`src/rtl/uart_bus_arbiter_pkg.sv`:
```
// Shared types and constants for the UART bus arbiter.
package uart_bus_arbiter_pkg;

  typedef enum logic [2:0] {
    ARB_IDLE,
    ARB_SETUP,
    ARB_STROBE,
    ARB_CAPTURE,
    ARB_DONE
  } ArbState;

  localparam logic BUS_ACTIVE   = 1'b0;
  localparam logic BUS_INACTIVE = 1'b1;

  localparam int unsigned ADDR_W = 2;
  localparam int unsigned DATA_W = 8;
  localparam int unsigned CNT_W  = 3;

  // One requester's access as latched at the grant point.
  typedef struct packed {
    logic              we;
    logic [ADDR_W-1:0] addr;
    logic [DATA_W-1:0] wdata;
  } arb_cmd_t;

  function automatic int unsigned idx_width(input int unsigned n);
    return (n > 2) ? 2 : 1;
  endfunction

endpackage

```
`src/rtl/uart_arb_picker.sv`:
```
// Combinational winner selection: round-robin when UART_ARB_RR_EN is defined,
// otherwise fixed priority with the lowest index winning.
module uart_arb_picker
  import uart_bus_arbiter_pkg::*;
#(
  parameter int unsigned NUM_REQ = 2,
  parameter int unsigned IDX_W   = idx_width(NUM_REQ)
) (
  input  logic [NUM_REQ-1:0] i_req,
`ifdef UART_ARB_RR_EN
  input  logic [IDX_W-1:0]   i_ptr,
`endif
  output logic [NUM_REQ-1:0] o_onehot,
  output logic [IDX_W-1:0]   o_idx
);

`ifdef UART_ARB_RR_EN
  logic             w_found;
  logic [IDX_W-1:0] w_slot;

  // Scan starting at the pointer, wrapping modulo NUM_REQ.
  always_comb begin
    o_onehot = '0;
    o_idx    = '0;
    w_found  = 1'b0;
    w_slot   = '0;
    for (int unsigned k = 0; k < NUM_REQ; k++) begin
      w_slot = IDX_W'((32'(i_ptr) + k) % NUM_REQ);
      if (!w_found && i_req[w_slot]) begin
        w_found          = 1'b1;
        o_idx            = w_slot;
        o_onehot[w_slot] = 1'b1;
      end
    end
  end
`else
  // Descending scan so the lowest requesting index is the last to overwrite.
  always_comb begin
    o_onehot = '0;
    o_idx    = '0;
    for (int k = NUM_REQ - 1; k >= 0; k--) begin
      if (i_req[k]) begin
        o_onehot    = '0;
        o_onehot[k] = 1'b1;
        o_idx       = IDX_W'(k);
      end
    end
  end
`endif

endmodule

```
`src/rtl/uart_bus_arbiter.sv`:
```
// Shares the UART register port between NUM_REQ requesters using fixed-timing
// bus cycles. Define UART_ARB_RR_EN for round-robin; default is fixed priority.
module uart_bus_arbiter
  import uart_bus_arbiter_pkg::*;
#(
  parameter int unsigned NUM_REQ       = 2,
  parameter int unsigned STROBE_CYCLES = 1
) (
  input  logic                       clock,
  input  logic                       reset,
  input  logic [NUM_REQ-1:0]         req_i,
  input  logic [NUM_REQ-1:0]         we_i,
  input  logic [ADDR_W*NUM_REQ-1:0]  addr_i,
  input  logic [DATA_W*NUM_REQ-1:0]  wdata_i,
  output logic [NUM_REQ-1:0]         ack_o,
  output logic [DATA_W-1:0]          rdata_o,
  output logic [NUM_REQ-1:0]         grant_o,
  output logic                       bus_cs,
  output logic                       bus_rd,
  output logic                       bus_wr,
  output logic [ADDR_W-1:0]          bus_addr,
  output logic [DATA_W-1:0]          bus_wdata,
  input  logic [DATA_W-1:0]          bus_rdata
);

  localparam int unsigned     IDX_W       = idx_width(NUM_REQ);
  localparam logic [CNT_W-1:0] STROBE_LAST = CNT_W'(STROBE_CYCLES - 1);

  ArbState             r_state;
  ArbState             w_state_next;
  logic [CNT_W-1:0]    r_cnt;
  logic                r_we;
  logic [NUM_REQ-1:0]  w_pick_onehot;
  logic [IDX_W-1:0]    w_pick_idx;
  arb_cmd_t            w_pick_cmd;

  logic                w_cs_d;
  logic                w_rd_d;
  logic                w_wr_d;
  logic                w_we_d;
  logic [ADDR_W-1:0]   w_addr_d;
  logic [DATA_W-1:0]   w_wdata_d;
  logic [DATA_W-1:0]   w_rdata_d;
  logic [NUM_REQ-1:0]  w_grant_d;
  logic [NUM_REQ-1:0]  w_ack_d;

`ifdef UART_ARB_RR_EN
  logic [IDX_W-1:0]    r_ptr;
  logic [IDX_W-1:0]    r_idx;
`endif

  uart_arb_picker #(
    .NUM_REQ (NUM_REQ),
    .IDX_W   (IDX_W)
  ) u_picker (
    .i_req    (req_i),
`ifdef UART_ARB_RR_EN
    .i_ptr    (r_ptr),
`endif
    .o_onehot (w_pick_onehot),
    .o_idx    (w_pick_idx)
  );

  always_comb begin
    w_pick_cmd.we    = we_i[w_pick_idx];
    w_pick_cmd.addr  = addr_i[ADDR_W*32'(w_pick_idx) +: ADDR_W];
    w_pick_cmd.wdata = wdata_i[DATA_W*32'(w_pick_idx) +: DATA_W];
  end

  // State register, strobe counter and registered outputs.
  always_ff @(posedge clock) begin
    if (!reset) begin
      r_state   <= ARB_IDLE;
      r_cnt     <= '0;
      r_we      <= 1'b0;
      bus_cs    <= BUS_INACTIVE;
      bus_rd    <= BUS_INACTIVE;
      bus_wr    <= BUS_INACTIVE;
      bus_addr  <= '0;
      bus_wdata <= '0;
      rdata_o   <= '0;
      grant_o   <= '0;
      ack_o     <= '0;
    end else begin
      r_state   <= w_state_next;
      r_cnt     <= (r_state == ARB_STROBE) ? r_cnt + 1'b1 : '0;
      r_we      <= w_we_d;
      bus_cs    <= w_cs_d;
      bus_rd    <= w_rd_d;
      bus_wr    <= w_wr_d;
      bus_addr  <= w_addr_d;
      bus_wdata <= w_wdata_d;
      rdata_o   <= w_rdata_d;
      grant_o   <= w_grant_d;
      ack_o     <= w_ack_d;
    end
  end

  always_comb begin
    w_state_next = r_state;
    case (r_state)
      ARB_IDLE:    if (|req_i) w_state_next = ARB_SETUP;
      ARB_SETUP:   w_state_next = ARB_STROBE;
      ARB_STROBE:  if (r_cnt == STROBE_LAST) w_state_next = ARB_CAPTURE;
      ARB_CAPTURE: w_state_next = ARB_DONE;
      ARB_DONE:    w_state_next = ARB_IDLE;
      default:     w_state_next = ARB_IDLE;
    endcase
  end

  // Outputs are computed for the state being entered so they are valid in it.
  always_comb begin
    w_cs_d    = BUS_INACTIVE;
    w_rd_d    = BUS_INACTIVE;
    w_wr_d    = BUS_INACTIVE;
    w_we_d    = r_we;
    w_addr_d  = bus_addr;
    w_wdata_d = bus_wdata;
    w_rdata_d = rdata_o;
    w_grant_d = grant_o;
    w_ack_d   = '0;
    case (w_state_next)
      ARB_SETUP: begin
        w_cs_d    = BUS_ACTIVE;
        w_grant_d = w_pick_onehot;
        w_we_d    = w_pick_cmd.we;
        w_addr_d  = w_pick_cmd.addr;
        w_wdata_d = w_pick_cmd.wdata;
      end
      ARB_STROBE: begin
        w_cs_d = BUS_ACTIVE;
        w_rd_d = r_we ? BUS_INACTIVE : BUS_ACTIVE;
        w_wr_d = r_we ? BUS_ACTIVE : BUS_INACTIVE;
      end
      ARB_CAPTURE: begin
        w_cs_d = BUS_ACTIVE;
        if (!r_we) w_rdata_d = bus_rdata;
      end
      ARB_DONE: begin
        w_ack_d   = grant_o;
        w_grant_d = '0;
      end
      default: ;
    endcase
  end

`ifdef UART_ARB_RR_EN
  // Pointer moves past the winner once its access completes.
  always_ff @(posedge clock) begin
    if (!reset) begin
      r_ptr <= '0;
      r_idx <= '0;
    end else begin
      if (r_state == ARB_IDLE && w_state_next == ARB_SETUP) r_idx <= w_pick_idx;
      if (r_state == ARB_DONE) r_ptr <= IDX_W'((32'(r_idx) + 1) % NUM_REQ);
    end
  end
`endif

endmodule

```
`config.mk`:
```
export PLATFORM = sky130hd
export DESIGN_NAME = uart_bus_arbiter
export DESIGN_NICKNAME = d
export VERILOG_FILES = /design/src/rtl/uart_bus_arbiter_pkg.sv /design/src/rtl/uart_arb_picker.sv /design/src/rtl/uart_bus_arbiter.sv
export SDC_FILE = /design/constraint.sdc
export NUM_CORES = 1
export LEC_CHECK = 0
export CAP_MARGIN = 20
export CORE_AREA = 2 2 59 61
export CTS_CLUSTER_DIAMETER = 120
export DETAILED_ROUTE_END_ITERATION = 8
export DIE_AREA = 0 0 61 63
export GPL_TIMING_DRIVEN = 0
export PLACE_DENSITY = 0.8
export SKIP_CTS_REPAIR_TIMING = 1
export SLEW_MARGIN = 5
export SYNTH_ARGS = -nofsm -noshare
export SYNTH_HDL_FRONTEND = slang
export SYNTH_HIERARCHICAL = 1
export SYNTH_SLANG_ARGS = --single-unit
```
`constraint.sdc`:
```
create_clock -name clock -period 3.9 [get_ports clock]
set_clock_uncertainty 0.15 [all_clocks]
set_input_delay 0.39 -clock clock [delete_from_list [all_inputs] [get_ports clock]]
set_output_delay 0.39 -clock clock [all_outputs]
set_load 0.05 [all_outputs]
```
* Yosys cells after proc, flatten, opt, wreduce, memory -nomap -nowiden
Index checks and enable logic that the tools add are counted.
** Storage, ports and cells
- Register bits after elaboration :: 32
- Input bits :: 34
- Output and inout bits :: 25
- Logic and storage cells :: 45
** Operators by class
- $add $sub $neg :: 1
- Order comparisons :: 1
- Eq/ne operators :: 7
- Shift-type cells :: 2
- Muxes and demuxes :: 13
- Bitwise logic cells :: 1
- Reductions and logical operators :: 9
** Operators by type and width (number)
- $shiftx A16 B5 Y8 :: 1
- $eq A3 B2 Y1 const B :: 4
- $pmux W3 S4 :: 1
- $reduce_and A2 Y1 :: 4
- $mux W1 :: 7
- $eq A3 B1 Y1 const B :: 2
- $logic_not A3 Y1 :: 2
- $mux W3 :: 2
- $mux W2 :: 2
- $pmux W2 S2 :: 1
- $shiftx A4 B3 Y2 :: 1
- $add A3 B1 Y3 const B :: 1
- $eq A3 B3 Y1 const B :: 1
- $reduce_or A3 Y1 :: 1
- $lt A1 B2 Y1 const B :: 1
- $reduce_bool A2 Y1 :: 1
- $reduce_or A2 Y1 :: 1
- $not A1 Y1 :: 1

* Longest topological paths before layout
Gate-level depths: netlist of run 1.
- Depth after elaboration :: 6
- Gate-level depth with buffers :: 6
- Gate-level depth less buffers :: 5

* Modules after synthesis
The synthesis of run 1 kept the hierarchy.
** Modules (own cells, without submodules)
- uart_bus_arbiter :: times used 1, cells an instance 137, area an instance 1358.8 µm², sequential area each 640.6 µm²
- uart_arb_picker :: times used 1, cells an instance 3, area an instance 28.8 µm², sequential area each 0.0 µm²

* Worst setup path before layout of run 1
Ideal clock, no wire load.
- Path type :: input to register
- From :: in req_i[1]
- To :: reg bus_addr[0]
- Library setup time :: 0.116 ns
- Arrival time :: 1.190 ns
- Data required time :: 3.634 ns
- Path slack :: 2.444 ns
- Stages on the path :: 5
- Path buffers :: 1
- Path through :: nor2b_4 -> buf_2 -> mux2i_1 -> nand3_1 -> o211a_1
** Between the ends
- Word-level cells in the longest chain between the ends :: 4
- Elaborated cells on any way between the ends :: 7
- Classes of those cells :: 1 x eq/ne; 1 x shift; 4 x mux; 1 x reduce/logical
** Ends and longest elaborated chain
- start: declaration :: RTL line uart_bus_arbiter.sv:11 : input logic [NUM_REQ-1:0] req_i,
- $reduce_or A2 Y1 :: RTL line uart_bus_arbiter.sv:102 : ARB_IDLE: if (|req_i) w_state_next = ARB_SETUP;
- $mux W3 :: RTL line uart_bus_arbiter.sv:102
- $pmux W3 S4 :: RTL line uart_bus_arbiter.sv:101 : case (r_state)
- $eq A3 B1 Y1 :: RTL line uart_bus_arbiter.sv:122 : case (w_state_next)
- end signal: assignment :: RTL line uart_bus_arbiter.sv:91 : bus_addr <= w_addr_d;
- end: declaration :: RTL line uart_bus_arbiter.sv:21 : output logic [ADDR_W-1:0] bus_addr,
Parallel ways exist; a longest one is shown, timed or not.
A chain may end at the register's enable or synchronous reset.

* Worst setup path after layout of run 1
- From :: reg bus_wdata[0]
- To :: out bus_wdata[0]
** RTL lines
- start: declaration :: RTL line uart_bus_arbiter.sv:22 : output logic [DATA_W-1:0] bus_wdata,
- start signal: assignment :: RTL line uart_bus_arbiter.sv:92 : bus_wdata <= w_wdata_d;
No word-level cell between the ends.

==> results of run 1 <==
[per-layer routing]
| layer | wire, um | track usage (%) | share of wire, % |
|---|---|---|---|
| met2 | 1590 | 31.3 | 52 |
| met1 | 1220 | 19.6 | 39 |
| met5 | 0 | 0 | 0 |
| met3 | 237 | 6.63 | 7.7 |
| met4 | 41 | 5.71 | 1.3 |
[worst max-delay path by stage]
stage / cells past startpoint / end / slack [ns] / start
5_1_grt: 1 / bus_wdata[0] / 1.80 / bus_wdata[0]
2_1_floorplan: 5 / bus_addr[0] / 2.44 / req_i[1]
4_1_cts: 1 / bus_wdata[0] / 1.86 / bus_wdata[0]
6_report: 1 / bus_wdata[0] / 1.86 / bus_wdata[0]
3_5_place_dp: 6 / bus_wdata[0] / 1.78 / req_i[1]
3_3_place_gp: 4 / bus_addr[1] / 1.82 / reset
[state kept, by name (all words and copies together) (netlist names)]
signal     cells
ack_o          2
bus_rd         1
r_state        3
bus_addr       2
r_we           1
rdata_o        8
r_cnt          3
bus_wdata      8
grant_o        2
bus_wr         1
bus_cs         1
[cells in the mapped netlist]
| cell | n |
|---|---|
| nor2_1 | 5 |
| ha_1 | 2 |
| and3b_1 | 1 |
| nor2b_1 | 1 |
| and3_1 | 1 |
| buf_4 | 3 |
| nand4b_1 | 1 |
| inv_1 | 2 |
| buf_6 | 2 |
| nand2b_1 | 1 |
| o211a_1 | 11 |
| o21ai_0 | 2 |
| or2_0 | 1 |
| nand4_1 | 1 |
| a21boi_0 | 1 |
| clkbuf_1 | 4 |
| nand3_1 | 14 |
| nand2_1 | 20 |
| nor2b_2 | 1 |
| nor2b_4 | 1 |
| o21ai_1 | 1 |
| and2_1 | 2 |
| mux2i_1 | 19 |
| nor3_2 | 1 |
| dfxtp_1 | 32 |
| or3_1 | 1 |
| nor3b_1 | 1 |
| buf_2 | 2 |
| a21oi_1 | 2 |
| or3_4 | 1 |
| nor2_4 | 1 |
| xnor2_1 | 2 |
[cells in the final DEF (no fill, tap or decap)]
cell,synthesis,layout
clkdlybuf4s50_1,0,58
dfxtp_1,32,32
nand2_1,20,20
mux2i_1,19,19
nand3_1,14,14
o211a_1,11,11
nor2_1,5,5
clkbuf_1,4,5
clkbuf_4,0,5
buf_4,3,3
inv_1,2,2
buf_6,2,2
buf_2,2,2
and2_1,2,2
o21ai_0,2,2
a21oi_1,2,2
xnor2_1,2,2
ha_1,2,2
or3_4,1,1
nor2_4,1,1
or2_0,1,1
nor3_2,1,1
nand2b_1,1,1
nor3b_1,1,1
nor2b_2,1,1
and3b_1,1,1
nor2b_1,1,1
or3_1,1,1
nand4b_1,1,1
nand4_1,1,1
a21boi_0,1,1
and3_1,1,1
o21ai_1,1,1
clkinv_2,0,1
nor2b_4,1,1
[metrics by stage]
step / hold slack, ns / std cells / instance area, sq um / power [W]
2_1_floorplan: 0.237 / 140 / 1390 / 0.000783
3_3_place_gp: 0.260 / 244 / 2030 / 0.000942
3_5_place_dp: 0.264 / 244 / 2030 / 0.000953
5_1_grt: 0.301 / 251 / 2070 / 0.00117
6_report: 0.275 / 251 / 2070 / 0.00111
4_1_cts: 0.279 / 251 / 2070 / 0.00112
[power groups by stage]
| stage | registers, W | logic [W] | clock network [W] |
|---|---|---|---|
| 2_1_floorplan | 0.000599 | 0.000183 | 0 |
| 3_3_place_gp | 0.000433 | 0.000509 | 0 |
| 3_5_place_dp | 0.000437 | 0.000516 | 0 |
| 4_1_cts | 0.000430 | 0.000518 | 0.000170 |
| 5_1_grt | 0.000438 | 0.000549 | 0.000186 |
| 6_report | 0.000431 | 0.000514 | 0.000165 |
[logic make-up after synthesis]
group	Yosys count
multiplexers	19
AO/OA/AOI/OAI	17
buffers and inverters	13
flip-flops	32
XOR/XNOR	2
adder cells (fa/ha/maj)	2
AND/OR/NAND/NOR	55
[final cells by class]
cell class,instances,share of cell area [%]
clock buffer,6,1.99
buffer,11,3.38
tap,46,2.78
multi-input combinational,95,32.3
timing repair buffer,58,28.0
sequential,32,30.9
clock inverter,1,0.242
inverter,2,0.362
==> impl_metrics.tcl, run 1 <==
set metrics [dict create \
    status "finished clean" \
    min_path_type "reg2reg" \
    synth_area_leaders "dfxtp_1 46%, mux2i_1 14%, o211a_1 7.9%" \
    pin_count 59 \
    grt_pass1_vias 1246 \
    port_buffers 58 \
    rows 21 \
    yosysTopAreaCellShare_pct 46.2 \
    setup_tns_ns 0 \
    gr-total-overflow 0 \
    p_sw_w 0.000445 \
    cp_cell_sequence "clkdlybuf4s50_1" \
    critical_path_arrival_ns 1.50 \
    crit_required_ns 3.36 \
    maxSlewViolCount 0 \
    cts_max_level 2 \
    synth_nets 176 \
    synth-adder-area-share_pct 1.80 \
    grt_pass1_wl_um 5270 \
    start_util_pct 42.9 \
    seqCellArea_sq_um 641 \
    cts_sinks 32 \
    endpoint_kind "output port" \
    routedWlPerCell_um 12.3 \
    multi_input_area_sq_um 669 \
    die_w_um 61 \
    fillCellCount 287 \
    cts_max_path_buffers 2 \
    p_clk_share_pct 14.9 \
    pwr-share-seq_pct 38.8 \
    reg2reg_from "r_cnt[0]" \
    yosysTopAreaCell "dfxtp_1" \
    synth_mux_area_share_pct 13.7 \
    worst-path-buf-inv 1 \
    synth_cells 140 \
    fin_nets 241 \
    synth_top_family_by_area "simple AND/OR/NAND/NOR gates" \
    critPathLaunchType "flip-flop" \
    drt_pre_antenna_iters 5 \
    insertion_delay_ns 0.32 \
    period_share_pct 52.2 \
    maxCapViolCount 0 \
    hp-start "r_we" \
    regToRegEndpoint "rdata_o[1]" \
    routed_wl_um 3090 \
    synth-compound-area-share_pct 10.3 \
    coreArea_sq_um 3230 \
    drtIter0Drc 39 \
    slowest_delay_ns 0.83 \
    ys_ff_latch 32 \
    ys_warn_count 6 \
    syn2layout_area_growth_pct 49.3 \
    hpwl_um 2490 \
    syn_area_sq_um 1390 \
    die_area_sq_um 3840 \
    yosys.area_share.simple_pct 21.2 \
    antenna_cells 0 \
    hold_viol_final 0 \
    min_path_cells 1 \
    ys_seq_area_share_pct 46.2 \
    ff2ff_setup_slack_ns 2.33 \
    p_leak_nw 0.879 \
    slew_headroom_pct 65.5 \
    power.share.combinational_pct 46.3 \
    numCtsBuffers 5 \
    irDropWorstVdd_mv 0.312 \
    final_core_util_pct 64.1 \
    drcViolationCount 0 \
    drive_above_1_share_pct 8.78 \
    critPathTopFamily "buffers and inverters" \
    grt_max_degree 11 \
    post-place-ws_ns 1.78 \
    via_count 1226 \
    swShare_pct 40.1 \
    setup_viol 0 \
    post_drt_via_cell_ratio 4.88 \
    path_class "reg2out" \
    cts-root-buf "clkbuf_4" \
    cts_tree "done" \
    cp_max_fo 2 \
    min_to "bus_wr" \
    postRouteAntennaNets 0 \
    power_density_nw_per_um2 536 \
    internal-power_w 0.000665 \
    die_h_um 63 \
    reg2reg_depth 6 \
    clk_pin_slew_ns 0.09 \
    track_usage_pct 18.0 \
    synth_xor_area_share_pct 1.26 \
    rsz0062_at_grt "no" \
    setup_ws_ns 1.86 \
    synth.avg_cell_area_sq_um 9.91 \
    grt_antenna_before_repair 0 \
    slowest_stage "clkdlybuf4s50_1" \
    worst_pin_slew_ns 0.516 \
    fmax_mhz 491 \
    finalCriticalPeriod_ns 2.04 \
    synth.distinct_cells 32 \
    place.gp.congestion 0.696 \
]
Note: power is estimated with default switching activity, not from simulation.
==> inputs of run 2 (changes only) <==
CORE_AREA = 2 2 61 63   (was 2 2 59 61)
DIE_AREA = 0 0 63 65   (was 0 0 61 63)
PLACE_DENSITY = 0.75   (was 0.8)
clock period = 1.88 ns   (was 3.9 ns; I/O delays follow)
==> run 2 against run 1 <==
Net effect:
- utilization is 3.3 points lower
- cell area increased by 2.5%
- sequential power is 110% higher
- combinational power up 110%
- hold slack got worse by 0.014 ns
- via count about the same
==> impl_metrics.tcl, run 2 (synthesis gave the netlist of run 1 again) <==
set metrics [dict create \
    drt_pre_antenna_iters 4 \
    grt_max_degree 11 \
    period_share_pct 96.9 \
    place.gp.congestion 0.753 \
    layout_commonest_cell "clkdlybuf4s50_1" \
    port_buffers 58 \
    clk_pin_slew_ns 0.09 \
    rsz0062_at_grt "no" \
    power_density_nw_per_um2 1150 \
    drtIter0Drc 13 \
    path_class "reg2out" \
    cts_max_level 2 \
    cts_tree "done" \
    grt_pass1_vias 1182 \
    endpoint_kind "output port" \
    min_to "rdata_o[3]" \
    slowest_stage "clkdlybuf4s50_1" \
    cp_cell_sequence "clkdlybuf4s50_1" \
    die_h_um 65 \
    start_util_pct 39.7 \
    rows 22 \
    grt_pass1_wl_um 5120 \
    postRouteAntennaNets 0 \
    track_usage_pct 16.2 \
    die_area_sq_um 4100 \
    final_core_util_pct 60.8 \
    irDropWorstVdd_mv 0.660 \
    cts-root-buf "clkbuf_4" \
    min_path_type "in2reg" \
    drive_above_1_share_pct 9.22 \
    fin_nets 241 \
    reg2reg_from "r_cnt[0]" \
    hp-start "bus_rdata[3]" \
    worst_pin_slew_ns 0.519 \
    cts_max_path_buffers 2 \
    drcViolationCount 0 \
    critical_path_arrival_ns 1.48 \
    crit_required_ns 1.54 \
    pin_count 59 \
    ff2ff_setup_slack_ns 0.38 \
    coreArea_sq_um 3500 \
    antenna_cells 0 \
    min_path_cells 3 \
    cp_max_fo 2 \
    via_count 1227 \
    cts_sinks 32 \
    insertion_delay_ns 0.34 \
    maxSlewViolCount 0 \
    grt_antenna_before_repair 0 \
    critPathTopFamily "buffers and inverters" \
    power.total_w 0.00245 \
    finalCriticalPeriod_ns 1.82 \
    layout_common_cells "50 x clkdlybuf4s50_1, 32 x dfxtp_1, 20 x nand2_1" \
    die_w_um 63 \
    status "finished clean" \
    fin_cells 254 \
    holdWs_ns 0.261 \
    reg2reg_depth 6 \
    slew_headroom_pct 65.3 \
    reg_top3 "bus_wdata x8, rdata_o x8" \
    routed_wl_um 3080 \
    syn2layout_area_growth_pct 53.1 \
    maxCapViolCount 0 \
    p_leak_nw 1.01 \
    numCtsBuffers 5 \
    routedWlPerCell_um 12.1 \
    cp-startpoint "bus_wdata[5]" \
    hpwl_um 2430 \
    hold_viol_final 0 \
    regToRegEndpoint "rdata_o[5]" \
    critPathLaunchType "flip-flop" \
    worst-path-buf-inv 1 \
    fmax_mhz 549 \
    slowest_delay_ns 0.81 \
    post_drt_via_cell_ratio 4.83 \
    setup_viol 0 \
    dp.cells 246 \
    gr-total-overflow 0 \
]
## run 2: where the power goes
group,total [W],internal [W],switching (W)
clock network,0.000505,0.000279,0.000227
logic,0.00106,0.000432,0.000628
registers,0.000887,0.000804,0.0000824
## run 2: how the worst max path moves through the flow
| stage | slack, ns | depth (start not counted) | to |
|---|---|---|---|
| 2_1_floorplan | 0.50 | 6 | rdata_o[0] |
| 4_1_cts | 0.02 | 1 | bus_addr[1] |
| 5_1_grt | 0.003 | 1 | bus_wdata[1] |
| 6_report | 0.06 | 1 | bus_wdata[5] |
| 3_3_place_gp | -0.03 | 6 | bus_addr[0] |
| 3_5_place_dp | -0.07 | 6 | bus_addr[0] |
## run 2: layout make-up
class | instances | area [sq um]
multi-input cells | 95 | 669
fillers | 320 | 1370
inverters | 2 | 7.51
repair buffers | 58 | 601
clock inverters | 2 | 35.0
well taps | 48 | 60.1
flip-flops and latches | 32 | 641
plain buffers | 11 | 70.1
clock buffers | 6 | 41.3
## run 2: layer usage
metal	GRT usage, %	part of all wire, %
met1	16.3	42
met4	7.50	1.6
met2	29.0	46
met5	0	0
met3	6.60	10
## run 2: stage by stage
| step | setup WS [ns] | cell area (sq um) | setup TNS, ns |
|---|---|---|---|
| CTS | 0.0182 | 2100 | 0 |
| detailed placement | -0.0681 | 2030 | -0.348 |
| finish | 0.0574 | 2120 | 0 |
| global route | 0.00255 | 2120 | 0 |
| global placement | -0.0297 | 2030 | -0.0297 |
| floorplan | 0.502 | 1390 | 0 |
